### src/rtl/wb_merge.sv
// rtl/wb_merge.sv - writeback merge of unstalled ALU results and FIFO-buffered load returns
// Optional macro WB_LD_BYPASS_EN lets a load skip the empty FIFO when the ALU is idle.
module wb_merge #(
   parameter int DATA_WIDTH    = 16,
   parameter int REGADDR_WIDTH = 3,
   parameter int DEPTH         = 4,
   parameter int CNT_WIDTH     = $clog2(DEPTH) + 1
) (
   input  logic                     clk,
   input  logic                     reset_n,
   input  logic                     alu_valid,
   input  logic [REGADDR_WIDTH-1:0] alu_rd,
   input  logic [DATA_WIDTH-1:0]    alu_data,
   input  logic                     ld_valid,
   output logic                     ld_ready,
   input  logic [REGADDR_WIDTH-1:0] ld_rd,
   input  logic [DATA_WIDTH-1:0]    ld_data,
   output logic                     reg_write,
   output logic [REGADDR_WIDTH-1:0] write_reg,
   output logic [DATA_WIDTH-1:0]    write_data,
   output logic [CNT_WIDTH-1:0]     ld_count
);

   localparam int PTR_W = $clog2(DEPTH);

   logic                     r_live [DEPTH];
   logic [REGADDR_WIDTH-1:0] r_rd   [DEPTH];
   logic [DATA_WIDTH-1:0]    r_data [DEPTH];
   logic [PTR_W-1:0]         r_wptr;
   logic [PTR_W-1:0]         r_rptr;
   logic [CNT_WIDTH-1:0]     r_count;
   logic                     r_reg_write;
   logic [REGADDR_WIDTH-1:0] r_write_reg;
   logic [DATA_WIDTH-1:0]    r_write_data;

   logic w_full;
   logic w_empty;
   logic w_ld_fire;
   logic w_bypass;
   logic w_push;
   logic w_pop;
   logic w_same_rd;

   assign w_full    = (r_count == CNT_WIDTH'(DEPTH));
   assign w_empty   = (r_count == '0);
   assign ld_ready  = reset_n & ~w_full;
   assign w_ld_fire = ld_valid & ld_ready;
   assign w_same_rd = alu_valid & (ld_rd == alu_rd);

`ifdef WB_LD_BYPASS_EN
   assign w_bypass = w_ld_fire & ~alu_valid & w_empty;
`else
   assign w_bypass = 1'b0;
`endif

   assign w_push = w_ld_fire & ~w_bypass;
   assign w_pop  = ~alu_valid & ~w_empty;

   // The ALU write is younger than everything buffered, so it kills matching entries;
   // the push slot is written after the kill loop so a same-cycle load gets its own live bit.
   always_ff @(posedge clk or negedge reset_n) begin
      if (!reset_n) begin
         for (int i = 0; i < DEPTH; i++) begin
            r_live[i] <= 1'b0;
            r_rd[i]   <= '0;
            r_data[i] <= '0;
         end
         r_wptr  <= '0;
         r_rptr  <= '0;
         r_count <= '0;
      end else begin
         if (alu_valid) begin
            for (int i = 0; i < DEPTH; i++) begin
               if (r_rd[i] == alu_rd) begin
                  r_live[i] <= 1'b0;
               end
            end
         end
         if (w_push) begin
            r_live[r_wptr] <= ~w_same_rd;
            r_rd[r_wptr]   <= ld_rd;
            r_data[r_wptr] <= ld_data;
            r_wptr         <= r_wptr + PTR_W'(1);
         end
         if (w_pop) begin
            r_rptr <= r_rptr + PTR_W'(1);
         end
         case ({w_push, w_pop})
            2'b10:   r_count <= r_count + CNT_WIDTH'(1);
            2'b01:   r_count <= r_count - CNT_WIDTH'(1);
            default: r_count <= r_count;
         endcase
      end
   end

   always_ff @(posedge clk or negedge reset_n) begin
      if (!reset_n) begin
         r_reg_write  <= 1'b0;
         r_write_reg  <= '0;
         r_write_data <= '0;
      end else if (alu_valid) begin
         r_reg_write  <= 1'b1;
         r_write_reg  <= alu_rd;
         r_write_data <= alu_data;
      end else if (!w_empty) begin
         r_reg_write <= r_live[r_rptr];
         if (r_live[r_rptr]) begin
            r_write_reg  <= r_rd[r_rptr];
            r_write_data <= r_data[r_rptr];
         end
      end else if (w_bypass) begin
         r_reg_write  <= 1'b1;
         r_write_reg  <= ld_rd;
         r_write_data <= ld_data;
      end else begin
         r_reg_write <= 1'b0;
      end
   end

   assign reg_write  = r_reg_write;
   assign write_reg  = r_write_reg;
   assign write_data = r_write_data;
   assign ld_count   = r_count;

endmodule

### config.mk
export PLATFORM = sky130hd
export DESIGN_NAME = wb_merge
export DESIGN_NICKNAME = d
export VERILOG_FILES = /design/src/rtl/wb_merge.sv
export SDC_FILE = /design/constraint.sdc
export NUM_CORES = 1
export LEC_CHECK = 0
export ABC_AREA = 0
export BUFFER_PORTS_ARGS = -buffer_cell sky130_fd_sc_hd__buf_4
export CORE_UTILIZATION = 35
export CTS_BUF_LIST = sky130_fd_sc_hd__clkbuf_8 sky130_fd_sc_hd__clkbuf_16
export DETAILED_ROUTE_END_ITERATION = 8
export PLACE_DENSITY = 0.5
export SYNTH_ARGS = -nofsm -noshare
export SYNTH_HDL_FRONTEND = slang
export SYNTH_SLANG_ARGS = --single-unit
### constraint.sdc
create_clock -name clk -period 2.95 [get_ports clk]
set_clock_uncertainty 0.1 [all_clocks]
set_input_delay 0.7375 -clock clk [delete_from_list [all_inputs] [get_ports clk]]
set_output_delay 0.7375 -clock clk [all_outputs]
set_load 0.02 [all_outputs]
==> results.sh, run 1 <==
export IMPL_status="finished clean"
export IMPL_synth_lib_cells_used_distinct=31
export IMPL_largest_register="r_data"
export IMPL_drc=0
export IMPL_layout_drive_gt1_share=0.446
export IMPL_startpoint_type="flip-flop"
export IMPL_slowest_stage="or3b_4"
export IMPL_boundaryPins=66
export IMPL_max_slew_margin_rel=0.455
export IMPL_start_util=0.358
export IMPL_avgSynthCellArea_um2=14.2
export IMPL_worstPathMaxFanout=6
export IMPL_cts_tree="done"
export IMPL_grt_max_degree=59
export IMPL_post_cts_buffers=0
export IMPL_die_w_um=124
export IMPL_p_leak_nw=2.74
export IMPL_critPathKind="flip-flop to output port"
export IMPL_grt_util_all_layers=0.170
export IMPL_seq_area_frac_synth=0.515
export IMPL_synth_edf_count=0
export IMPL_via_per_inst=5.18
export IMPL_die_y_um=124
export IMPL_nNetsFinal=471
export IMPL_cpLargestDelayFamily="simple AND/OR/NAND/NOR gates"
export IMPL_vdd_drop_max_mv=0.419
export IMPL_drt_initial_drc_count=170
export IMPL_max_freq_mhz=414
export IMPL_crit_path_cell_trace="or3b_4 > and2_2 > buf_4"
export IMPL_use_met1=0.242
export IMPL_cts_buffer_depth=2
export IMPL_hpwl_um=7520
export IMPL_slew_violations=0
export IMPL_async_reset_ff_frac=1.00
export IMPL_maxCapViolCount=0
export IMPL_largest_reg_flops=64
export IMPL_cts_root_buf="clkbuf_16"
export IMPL_hp_class="flip-flop to flip-flop"
export IMPL_fin_crit_ns=2.41
export IMPL_clock_latency_ns=0.34
export IMPL_final_core_util=0.418
export IMPL_yosys_warnings=0
export IMPL_synth_seq_cells=107
export IMPL_gp_congestion=0.703
export IMPL_hold_viol_final=0
export IMPL_grt_busiest_layer="met2"
export IMPL_htree_levels=3
export IMPL_cts_sinks=107
export IMPL_hold_buffers=0
export IMPL_grt_use_met2=0.259
export IMPL_rsz0062_at_grt="false"
export IMPL_arrival_ns=1.58
export IMPL_grt_pass1_wl_um=19000
export IMPL_worst_slew_pin_transition_ns=0.818
export IMPL_timing_final_ws_setup_ns=0.536
export IMPL_whs_ns=0.405
export IMPL_worst_path_buf_inv=1
export IMPL_dpl_worst_slack_ns=0.558
export IMPL_antenna_cells=0
export IMPL_synthFlopType="dfrtp_1"
export IMPL_powerDensity_nw_per_um2=1130
export IMPL_antenna_left=0
export IMPL_wl_per_cell_um=19.5
export IMPL_first_global_vias=3369
export IMPL_setup_viol=0
export IMPL_fin_setup_tns_ns=0
export IMPL_postCtsResizedCells=0
export IMPL_area_growth_pct=16.8
export IMPL_worstPathRequired_ns=2.11
export IMPL_fp_dieArea_um2=15400
export IMPL_antenna_found_initial=1
export IMPL_netlist_instances=365
export IMPL_slowest_delay_ns=0.44
export IMPL_drt_total_wl_um=11900
export IMPL_grt_use_met3=0.0270
export IMPL_coreArea_um2=14500
export IMPL_clkTransAtPathRegs_ns=0.07
export IMPL_end_kind="output port"
export IMPL_fp_row_count=44
export IMPL_power_total_mw=6.87
export IMPL_layout_commonest_cell="dfrtp_1"
export IMPL_netlist_area_um2=5200
export IMPL_grt_overflow_total=0
export IMPL_final_cell_mix="107 x dfrtp_1, 75 x buf_4, 58 x mux2_2"
export IMPL_numCtsBuffers=9
export IMPL_syn_num_nets=413
export IMPL_io_buffers=65
export IMPL_min_period_over_period=0.818
export IMPL_vias=3162
export IMPL_drt_pass1_iter_count=4
==> cell usage after synthesis (6+ instances only) <==
library cell / count / area share
nand3_1: 20 / 0.019
nor2_1: 20 / 0.014
dfrtp_1: 107 / 0.51
mux2_2: 58 / 0.13
xor2_1: 18 / 0.030
clkbuf_1: 10 / 0.0072
buf_4: 9 / 0.013
mux4_2: 20 / 0.087
mux2_4: 19 / 0.055
a31oi_1: 19 / 0.023
a21bo_1: 19 / 0.037
inv_1: 6 / 0.0043
==> report_power, final <==
group	leakage (nW)	internal, mW	total [mW]	switching (mW)
clock	0.135	0.606	1.13	0.521
combinational	1.33	1.69	3.10	1.41
sequential	1.27	2.21	2.64	0.430
==> final cells by class <==
cell class | instances | area, um^2
fill | 1385 | 8460
sequential | 107 | 2680
multi-input combinational | 223 | 2310
timing repair buffer | 75 | 563
clock buffer | 11 | 253
tap | 184 | 230
inverter | 7 | 26.3
clock inverter | 3 | 16.3
==> logic make-up (layout without fill, tap and decap cells) <==
family	Yosys count	in the layout	share of synthesized area
mux	102	102	0.277
flops	107	107	0.515
xor+xnor	21	21	0.0354
simple gates	52	52	0.0496
fa+ha+maj	6	6	0.0159
buf+inv	35	96	0.0416
compound gates	42	42	0.0662
==> layer usage <==
metal / up-vias / routed length, um / share of wire
met5: - / 0 / 0
met2: 60 / 5510 / 0.46
met1: 1637 / 5800 / 0.49
li1: 1455 / - / -
met4: 0 / 143 / 0.012
met3: 10 / 449 / 0.038
==> stage by stage <==
step                area (um^2)  instances
floorplan                  5200        365
global placement           5800        596
detailed placement         5800        596
CTS                        6070        610
global route               6070        610
finish                     6070        610
==> path summary, 6_finish.rpt <==
path / start / endpoint / slack, ns / depth (start not counted)
min in group asynchronous: reset_n / r_wptr[0] / 0.45 / 2
min reg2reg: r_data[51] / r_data[51] / 0.41 / 1
max: ld_count[0] / ld_ready / 0.54 / 3
min: r_data[51] / r_data[51] / 0.41 / 1
max in group asynchronous: reset_n / r_rd[0] / 1.09 / 3
max reg2reg: ld_count[0] / ld_count[2] / 0.56 / 9
(Power assumes the default switching activity.)
==> inputs of run 2 (changes only) <==
Settings changed: ABC_AREA 0 to 1, PLACE_DENSITY 0.5 to 0.52.
Clock period 2.95 ns to 2 ns, I/O delays scaled along.
==> run 2 against run 1 <==
Net effect: sequential cell count stayed put; critical path type unchanged; largest cell class unchanged; critical endpoint unchanged; worst setup slack worse by 0.48 ns; highest routed layer unchanged; utilization is 0.72 points higher.
==> results.sh, run 2 <==
export IMPL_status="finished clean"
export IMPL_critPathKind="flip-flop to output port"
export IMPL_synth_top_area_cell="dfrtp_1"
export IMPL_reg2reg_from="ld_count[2]"
export IMPL_timing_final_ws_setup_ns=0.0543
export IMPL_avgSynthCellArea_um2=7.50
export IMPL_p_leak_nw=3.49
export IMPL_first_global_vias=4568
export IMPL_gp_congestion=0.775
export IMPL_cts_sinks=107
export IMPL_cts_root_buf="clkbuf_16"
export IMPL_powerDensity_nw_per_um2=1550
export IMPL_fin_crit_ns=1.95
export IMPL_worst_slew_pin_transition_ns=0.870
export IMPL_crit_path_cell_trace="inv_4 > nand3_2 > buf_6 > and2_1 > buf_4"
export IMPL_layout_commonest_cell="nand2_1"
export IMPL_area_growth_pct=18.8
export IMPL_drt_pass1_iter_count=5
export IMPL_die_w_um=126
export IMPL_grt_max_degree=69
export IMPL_hpwl_um=9810
export IMPL_whs_ns=0.273
export IMPL_fin_cells=983
export IMPL_reg2reg_slack_ns=0.16
export IMPL_dpl_worst_slack_ns=-0.0227
export IMPL_largest_register="r_data"
export IMPL_worstPathRequired_ns=1.40
export IMPL_largest_reg_flops=64
export IMPL_timing_rr_end="ld_count[2]"
export IMPL_ff2ff_path_depth=10
export IMPL_setup_viol=0
export IMPL_netlist_area_um2=5420
export IMPL_max_freq_mhz=514
export IMPL_worstPathMaxFanout=5
export IMPL_htree_levels=3
export IMPL_synth_common_cells="398 x nand2_1, 107 x dfrtp_1, 74 x nand3_1"
export IMPL_postLayoutCellArea_um2=6440
export IMPL_vias=4722
export IMPL_drt_total_wl_um=14800
export IMPL_cts_tree="done"
export IMPL_hp_class="input port to flip-flop"
export IMPL_clkTransAtPathRegs_ns=0.07
export IMPL_io_buffers=65
export IMPL_drc=0
export IMPL_maxCapViolCount=0
export IMPL_hold_viol_final=0
export IMPL_slew_violations=0
export IMPL_whs_endpoint="r_data[47]"
export IMPL_worst_path_buf_inv=3
export IMPL_slowest_delay_ns=0.42
export IMPL_synth_lib_cells_used_distinct=25
export IMPL_yosys_warnings=0
export IMPL_slowest_stage="dfrtp_2"
export IMPL_start_util=0.358
export IMPL_seq_area_frac_synth=0.494
export IMPL_yosysMostFrequentCell="nand2_1"
export IMPL_synth_edf_count=0
export IMPL_min_period_over_period=0.973
export IMPL_final_cell_mix="398 x nand2_1, 106 x dfrtp_1, 94 x buf_4"
export IMPL_via_per_inst=4.80
export IMPL_antenna_left=0
export IMPL_async_reset_ff_frac=1.00
export IMPL_fp_dieArea_um2=16000
export IMPL_fp_row_count=45
export IMPL_place_area_um2=6100
export IMPL_nNetsFinal=838
export IMPL_synth_seq_cells=107
export IMPL_drt_initial_drc_count=340
export IMPL_coreArea_um2=15100
export IMPL_end_kind="output port"
export IMPL_synth_area_top_cells="dfrtp_1 49%, nand2_1 28%, nand3_1 6.8%"
export IMPL_synthFlopType="dfrtp_1"
export IMPL_min_path_cells=3
export IMPL_vdd_drop_max_mv=0.489
export IMPL_synthDominantCellAreaShare=0.494
export IMPL_netlist_instances=722
export IMPL_grt_overflow_total=0
export IMPL_cpLargestDelayFamily="flip-flops"
export IMPL_grt_pass1_wl_um=24500
export IMPL_grt_util_all_layers=0.199
export IMPL_numCtsBuffers=9
export IMPL_layout_drive_gt1_share=0.166
export IMPL_startpoint_type="flip-flop"
export IMPL_antenna_cells=0
export IMPL_syn_num_nets=770
export IMPL_hold_start="ld_data[15]"
export IMPL_antenna_found_initial=0
export IMPL_fin_setup_tns_ns=0
export IMPL_clock_latency_ns=0.35
export IMPL_die_y_um=126
export IMPL_max_slew_margin_rel=0.420
export IMPL_cts_buffer_depth=2
export IMPL_boundaryPins=66
export IMPL_placedCellCount=963
export IMPL_rsz0062_at_grt="true"
export IMPL_arrival_ns=1.35
export IMPL_wl_per_cell_um=15.1
-- run 2: cell types whose count changed in the layout (fill, tap and decap cells not counted), sizes merged, moves of 20 or more --
cell	before	now
nand2	2	399
mux2	77	0
nand3	20	86
inv	8	31
buf	75	97
mux4	20	0
-- run 2: worst max-delay path by stage --
| stage | startpoint | end | slack, ns | cells after the start |
|---|---|---|---|---|
| after global routing | ld_count[0] | ld_ready | -0.01 | 5 |
| after detailed placement | alu_valid | ld_count[2] | -0.02 | 10 |
| final | ld_count[0] | ld_ready | 0.05 | 5 |
| after CTS | ld_count[1] | ld_ready | 0.006 | 5 |
| after floorplan | alu_valid | ld_count[2] | 0.03 | 10 |
| after global placement | alu_valid | ld_count[2] | -0.03 | 10 |
-- run 2: kinds of logic after synthesis --
logic type      after synthesis  synth area share
simple gates                512             0.389
flops                       107             0.494
buf+inv                      71            0.0744
compound gates               21            0.0194
fa+ha+maj                     6            0.0152
xor+xnor                      5           0.00808
-- run 2: area by class of cell --
type                       instances  area (um^2)
clock buffer                      10          239
clock inverter                     6         56.3
fill                            1562         8710
inverter                          30          118
multi-input combinational        544         2340
sequential                       107         2680
tap                              188          235
timing repair buffer              98          767
-- run 2: worst reg2reg max path, cell delays in order (launching register included) --
cell     delay, ns
dfrtp_1       0.39
inv_1         0.08
nand3_1       0.10
nand2_1       0.08
inv_1         0.08
ha_1          0.13
inv_1         0.06
fa_2          0.34
a21oi_1       0.13
o21ai_1       0.08
xor2_1        0.15
-- run 2: report_power, final --
part           switching, mW  internal, mW  total [mW]  leakage, nW
Sequential             0.604          3.19        3.80         1.33
Combinational           2.67          1.70        4.38         2.01
Clock                  0.793         0.995        1.79        0.149
-- run 2: repair_timing --
item	CTS	global route
gates resized for setup	0	4
endpoints found under the hold margin	2	0
setup endpoints to repair	1	2
pin swaps	0	1
hold buffers	1	0
cloned	0	0
setup buffers	2	1
-- run 2: per-stage QoR --
stage	power [mW]	util
2_1_floorplan	6.82	-
3_3_place_gp	8.07	0.403
3_5_place_dp	8.17	0.403
4_1_cts	10.0	0.424
5_1_grt	10.8	0.425
6_report	9.96	0.425
-- run 2: routing by layer --
layer,share of wire,track usage,vias up,wire length [um]
met2,0.46,0.311,120,6730
met4,0.012,0.0624,0,184
met3,0.043,0.0249,14,630
met1,0.49,0.288,2220,7250
met5,0,0,-,0
li1,-,-,2368,-
